**config.mk**
```make
export PLATFORM = sky130hd
export DESIGN_NAME = ifetch_unit
export DESIGN_NICKNAME = d
export VERILOG_FILES = /design/src/rtl/ifetch_unit.sv
export SDC_FILE = /design/constraint.sdc
export NUM_CORES = 1
export LEC_CHECK = 0
export BUFFER_PORTS_ARGS = -buffer_cell sky130_fd_sc_hd__buf_2
export CORE_ASPECT_RATIO = 0.5
export CORE_MARGIN = 5
export CORE_UTILIZATION = 54
export CTS_BUF_LIST = sky130_fd_sc_hd__clkbuf_4 sky130_fd_sc_hd__clkbuf_8
export DETAILED_ROUTE_END_ITERATION = 8
export MAX_ROUTING_LAYER = met4
export PLACE_DENSITY = 0.84
export SLEW_MARGIN = 30
export SYNTH_ARGS = -nofsm -noshare
export SYNTH_HDL_FRONTEND = slang
export SYNTH_SLANG_ARGS = --single-unit
export TNS_END_PERCENT = 30
```
**constraint.sdc**
```tcl
create_clock -name clk_in -period 2.79 [get_ports clk_in]
set_input_delay 0.279 -clock clk_in [delete_from_list [all_inputs] [get_ports clk_in]]
set_output_delay 0.279 -clock clk_in [all_outputs]
set_load 0.01 [all_outputs]
```
**src/rtl/ifetch_unit.sv**
```systemverilog
// ifetch_unit: instruction fetcher feeding the decoder.
//   Issues one word request at a time to the memory controller, presents each
//   returned instruction with its pc and a taken/not-taken prediction, and
//   redirects on decoder (JAL/JALR) or ROB flush. Conditional branches are
//   predicted by a direct-mapped table of 2-bit saturating counters trained
//   by the ROB.
// Ports:
//   clk_in, rst_in (async, active low), rdy_in (global freeze when low)
//   mem_req_valid/mem_req_addr     : one-cycle fetch request pulse
//   mem_resp_valid/mem_resp_data   : one response per request
//   ins_ready/ins/pc/pred_jump     : instruction presented to the decoder
//   IFetcher_stall/clear/new_addr  : decoder back-pressure and redirect
//   rob_clear/rob_new_pc           : ROB mispredict flush (highest priority)
//   bp_update_valid/pc/taken       : branch-outcome training strobe
module ifetch_unit #(
    parameter int unsigned BHT_BITS = 6,
    parameter logic [31:0] RESET_PC = 32'h0
) (
    input  logic        clk_in,
    input  logic        rst_in,
    input  logic        rdy_in,
    output logic        mem_req_valid,
    output logic [31:0] mem_req_addr,
    input  logic        mem_resp_valid,
    input  logic [31:0] mem_resp_data,
    output logic        ins_ready,
    output logic [31:0] ins,
    output logic [31:0] pc,
    output logic        pred_jump,
    input  logic        IFetcher_stall,
    input  logic        IFetcher_clear,
    input  logic [31:0] IFetcher_new_addr,
    input  logic        rob_clear,
    input  logic [31:0] rob_new_pc,
    input  logic        bp_update_valid,
    input  logic [31:0] bp_update_pc,
    input  logic        bp_update_taken
);

    localparam int unsigned BHT_ENTRIES = 1 << BHT_BITS;
    localparam logic [6:0]  OP_BRANCH   = 7'b1100011;
    localparam logic [6:0]  OP_JAL      = 7'b1101111;
    localparam logic [6:0]  OP_JALR     = 7'b1100111;

    typedef enum logic [2:0] {
        S_REQ,
        S_WAIT,
        S_PRESENT,
        S_HOLD_JUMP,
        S_DISCARD
    } state_t;

    state_t      state, state_d;
    logic [31:0] fetch_pc, fetch_pc_d;
    logic        req_valid_d;
    logic [31:0] req_addr_d;
    logic        ins_ready_d;
    logic [31:0] ins_d;
    logic [31:0] pc_d;
    logic        pred_jump_d;

    logic [1:0]          bht [BHT_ENTRIES];
    logic [BHT_BITS-1:0] lookup_idx;
    logic [BHT_BITS-1:0] update_idx;

    logic        redirect;
    logic [31:0] redirect_pc;
    logic [6:0]  opcode;
    logic [31:0] imm_b;
    logic        unused_bp_bits;

    assign redirect    = rob_clear | IFetcher_clear;
    assign redirect_pc = rob_clear ? rob_new_pc : IFetcher_new_addr;
    assign opcode      = ins[6:0];
    assign imm_b       = {{19{ins[31]}}, ins[31], ins[7], ins[30:25], ins[11:8], 1'b0};
    assign lookup_idx  = fetch_pc[BHT_BITS+1:2];
    assign update_idx  = bp_update_pc[BHT_BITS+1:2];
    assign unused_bp_bits = ^{bp_update_pc[31:BHT_BITS+2], bp_update_pc[1:0]};

    always_comb begin
        state_d     = state;
        fetch_pc_d  = fetch_pc;
        req_valid_d = 1'b0;
        req_addr_d  = mem_req_addr;
        ins_ready_d = ins_ready;
        ins_d       = ins;
        pc_d        = pc;
        pred_jump_d = pred_jump;

        // A redirect always retargets and withdraws any presented instruction;
        // the per-state code below only decides where the FSM goes.
        if (redirect) begin
            fetch_pc_d  = redirect_pc;
            ins_ready_d = 1'b0;
        end

        case (state)
            S_REQ: begin
                if (!redirect) begin
                    req_valid_d = 1'b1;
                    req_addr_d  = fetch_pc;
                    state_d     = S_WAIT;
                end
            end
            S_WAIT: begin
                if (redirect) begin
                    // A response landing with the redirect is the outstanding
                    // one, so it is dropped here rather than in DISCARD.
                    state_d = mem_resp_valid ? S_REQ : S_DISCARD;
                end else if (mem_resp_valid) begin
                    ins_d       = mem_resp_data;
                    pc_d        = fetch_pc;
                    ins_ready_d = 1'b1;
                    pred_jump_d = (mem_resp_data[6:0] == OP_BRANCH) && bht[lookup_idx][1];
                    state_d     = S_PRESENT;
                end
            end
            S_PRESENT: begin
                if (redirect) begin
                    state_d = S_REQ;
                end else if (!IFetcher_stall) begin
                    ins_ready_d = 1'b0;
                    case (opcode)
                        OP_BRANCH: begin
                            fetch_pc_d = pred_jump ? (pc + imm_b) : (pc + 32'd4);
                            state_d    = S_REQ;
                        end
                        OP_JAL, OP_JALR: state_d = S_HOLD_JUMP;
                        default: begin
                            fetch_pc_d = pc + 32'd4;
                            state_d    = S_REQ;
                        end
                    endcase
                end
            end
            S_HOLD_JUMP: begin
                if (redirect) state_d = S_REQ;
            end
            S_DISCARD: begin
                if (mem_resp_valid) state_d = S_REQ;
            end
            default: state_d = S_REQ;
        endcase
    end

    always_ff @(posedge clk_in or negedge rst_in) begin
        if (!rst_in) begin
            state         <= S_REQ;
            fetch_pc      <= RESET_PC;
            mem_req_valid <= 1'b0;
            mem_req_addr  <= '0;
            ins_ready     <= 1'b0;
            ins           <= '0;
            pc            <= '1;
            pred_jump     <= 1'b0;
        end else if (rdy_in) begin
            state         <= state_d;
            fetch_pc      <= fetch_pc_d;
            mem_req_valid <= req_valid_d;
            mem_req_addr  <= req_addr_d;
            ins_ready     <= ins_ready_d;
            ins           <= ins_d;
            pc            <= pc_d;
            pred_jump     <= pred_jump_d;
        end
    end

    always_ff @(posedge clk_in or negedge rst_in) begin
        if (!rst_in) begin
            for (int unsigned i = 0; i < BHT_ENTRIES; i++) begin
                bht[i] <= 2'b01;
            end
        end else if (rdy_in && bp_update_valid) begin
            if (bp_update_taken) begin
                if (bht[update_idx] != 2'b11) bht[update_idx] <= bht[update_idx] + 2'd1;
            end else begin
                if (bht[update_idx] != 2'b00) bht[update_idx] <= bht[update_idx] - 2'd1;
            end
        end
    end

endmodule

```
==> results by group <==
Global routing
  – Met2 GRT Util: between 50% and 60%
  – Vias in the first global route: 15.2k
  – Met3 Usage GRT: a little under a tenth
  – GR peak layer: met2
  – Pin count of the biggest net entering global routing: 81
  – Initial antenna violation count: 5
  – Total grt overflow: 0
  – Met1 usage: 44.0%
  – Total track usage: around 36%
  – Global-route wire length before repair: 87,500 µm

Synth
  – Post-Syn Area: 15,000 µm²
  – Synth Area in Compound Gates: 17.3%
  – Largest family of logic cells by synthesized area: compound AO/OA/AOI/OAI gates
  – Post-Synth Simple-Gate Area: 13.7%
  – Cells after Synth: 1,474
  – Adder-cell share of the synthesized area: 2.89%
  – Syn. warnings: 0
  – Mux share of post-synthesis cell area: roughly 16%
  – Number of synthesized flops with an enable pin: 0
  – Number of synthesized register bits: between 200 and 300
  – Syn nets: 1,645
  – Main flop type after synthesis: dfrtp_1
  – Sequential share of the synthesized area: 44.6%
  – Post-synthesis xor/xnor area fraction: 2.75%
  – Syn Area/Cell: 10.2 µm²
  – Post-synth ARST share: 100%
  – Synth cell types: just over 80

Finish
  – Post-route cell area: 20,700 µm²
  – Final net count: between 2k and 2.5k
  – Layout overhead on the synthesized area: 38.4%
  – Layout cells sized above 1: 50.2%

Power and ir drop
  – LEAKAGE: 9.36 nW
  – Power per cell area: 856 nW/µm²
  – Total chip power: 0.0178 W
  – Peak VDD IR: roughly 0.00042 V

STA
  – Fmax: between 0.2 and 0.3 GHz
  – Unrepaired setup endpoints after global routing: yes
  – Min Tclk post-route: between 3 and 4 ns
  – Final Hold Fails: 0
  – Endpoints failing setup: approximately 130
  – Setup ws final: -0.572 ns
  – Pins Over Slew Limit: 0
  – Worst-Margin Slew: 0.886 ns
  – Max Clock Skew: around 0.066 ns
  – Worst slew margin: 40.5%
  – Final Cycle Share: 121%

Worst setup path
  – WS Path Type: register to register
  – CP max stage delay: ~0.60 ns
  – CP cell instances: o22ai_1, nor4_1, o22ai_1, or4_4, ha_4, mux2i_1, and3_4, buf_6, nand2_8, nor2_4, mux2_4
  – Worst Path Max Fanout: 8
  – Req. time, crit path: roughly 3.3 ns
  – CP bufs+invs: 1
  – Most common cell on crit path: o22ai_1
  – WP data arrival: 3.83 ns
  – Master of the slowest instance on the critical path: dfstp_2
  – Crit-path leading delay family: simple AND/OR/NAND/NOR gates
  – CP endpoint kind: register
  – CP Launch Type: register

Worst hold path
  – Hold path startpoint: IFetcher_new_addr[7]
  – Worst hold path class: input port to register

Clock tree
  – Clock-pin slew on the worst setup and hold paths: approximately 0.08 ns
  – Clock buffer depth: 3
  – CTS tree: done
  – # H-tree levels: 2
  – Num CTS Buffers: 40
  – Worst-Skew Late Latency: 0.63 ns
  – Root Driver: clkbuf_8
  – Clock sink count: 262

Route
  – Vias per cell: 6.54
  – DR iter-0 viols: roughly 2.4k
  – Antenna viol nets, final: 0
  – Drt wl/cell: 25.2 µm
  – DR vias: 15.6k
  – Detailed Route WL: around 60,000 µm
  – Remaining DRCs: 0
  – TritonRoute pass-1 iters: 7

Floorplanning
  – Die H: roughly 130 µm
  – Placeable Area: 27,500 µm²
  – Initial Util: 54.4%
  – Die ar.: 31,400 µm²
  – Cell Rows: 43
  – I/O pin cnt: 236
  – Die width: approximately 250 µm

Placement
  – Buffers on Ports: 209
  – RePlAce Congestion: ~1.0
  – Area post-placement: around 18,000 µm²
  – Placement Setup Slack: -0.893 ns
  – Post-DP HPWL: between 30,000 and 40,000 µm

Outcome
  – Run status: complete, but fails checks
  – Failing checks: setup timing

Run
  – Number of max-cap violations: 0
-- kinds of logic after synthesis --
logic type      after synthesis
simple gates                432
compound gates              404
flops                       262
mux                         189
buf+inv                     106
xor+xnor                     47
fa+ha+maj                    34
-- power by group --
| part | internal (W) | switching, W | total [W] | leakage, nW |
|---|---|---|---|---|
| Sequential | 0.00499 | 0.000944 | 0.00594 | 3.14 |
| Clock | 0.00207 | 0.00173 | 0.00380 | 0.485 |
| Combinational | 0.00370 | 0.00432 | 0.00803 | 5.74 |
| Total | 0.0108 | 0.00700 | 0.0178 | 9.36 |
-- cell usage in the layout (no fill, tap or decap), types with 24 or more instances in the layout --
cell type	Yosys	routed
buf_4	3	266
buf_2	8	208
dfrtp_1	166	165
mux2_2	159	127
a21oi_1	132	117
nor2_1	180	100
dfstp_2	96	96
nand2_1	93	85
o21ai_0	63	62
nor2_4	0	62
clkbuf_8	0	50
o22ai_1	45	40
a22oi_1	36	35
dlygate4sd3_1	0	34
mux2_4	0	32
ha_1	33	31
nand3_1	26	24
xor2_1	24	24
-- path summary, 6_finish.rpt --
path	endpoint	slack [ns]	cells after the start
max	bht[63]	-0.57	11
min	fetch_pc[7]	0.01	3
max reg2reg	bht[63]	-0.57	11
min reg2reg	mem_req_addr[21]	0.49	2
max in group asynchronous	pc[28]	1.68	3
min in group asynchronous	bht[5]	0.23	2
-- timing repair --
item / CTS / global route
resized for setup: 165 / 78
gates cloned: 0 / 0
setup endpoints to repair: 138 / 146
pin swaps: 20 / 28
endpoints found under the hold margin: 74 / 0
hold buffers: 34 / 0
buffers inserted: 5 / 5
-- per-layer routing --
layer | vias up | wire (µm)
met5 | - | 0
met4 | 0 | 4070
met3 | 381 | 7060
met2 | 1157 | 27400
met1 | 7547 | 21600
li1 | 6517 | -
-- worst reg2reg max path: stages, from the launching register on --
cell and delay [ns]:
dfstp_2 0.60, o22ai_1 0.08, nor4_1 0.36, o22ai_1 0.13, or4_4 0.53, ha_4 0.18, mux2i_1 0.21, and3_4 0.38
buf_6 0.16, nand2_8 0.13, nor2_4 0.15, mux2_4 0.32
-- metrics by stage --
step	hold WS (ns)	utilization, %	cells	TNS, ns
5_1_grt	0.0235	75.3	2384	-74.84
3_5_place_dp	0.316	67.0	2264	-92.96
6_report	0.0136	75.3	2384	-60.52
3_3_place_gp	0.311	67.0	2264	-74.22
4_1_cts	0.00220	74.0	2374	-33.09
2_1_floorplan	-0.0166	-	1474	-21.16
-- cell usage after synthesis, drive strengths merged (7+ instances only) --
| master | number | area [µm²] |
|---|---|---|
| nor2 | 182 | 688 |
| dfrtp | 166 | 4150 |
| mux2 | 159 | 1790 |
| a21oi | 133 | 669 |
| dfstp | 96 | 2520 |
| nand2 | 95 | 362 |
| o21ai | 66 | 330 |
| clkbuf | 59 | 221 |
| o22ai | 45 | 282 |
| a22oi | 36 | 270 |
| ha | 33 | 413 |
| nand3 | 27 | 140 |
| buf | 25 | 160 |
| xor2 | 24 | 210 |
| xnor2 | 23 | 201 |
| inv | 22 | 82.6 |
| and3 | 21 | 131 |
| mux4 | 21 | 473 |
| nor3 | 21 | 105 |
| nand4 | 19 | 119 |
| a221oi | 18 | 164 |
| a21o | 14 | 105 |
| nor4 | 14 | 87.6 |
| a22o | 11 | 96.3 |
| mux2i | 9 | 90.1 |
| o2111ai | 8 | 70.1 |
| a222oi | 7 | 70.1 |
| and2 | 7 | 43.8 |
-- layout make-up --
type	instances	area [µm²]
clock inverters	9	136
inverters	22	82.6
well taps	382	478
diodes	6	15.0
clock buffers	62	778
fillers	1767	6800
multi-input cells	1106	8780
flip-flops and latches	262	6680
repair buffers	535	3800
Note: power is estimated with default switching activity, not from simulation.
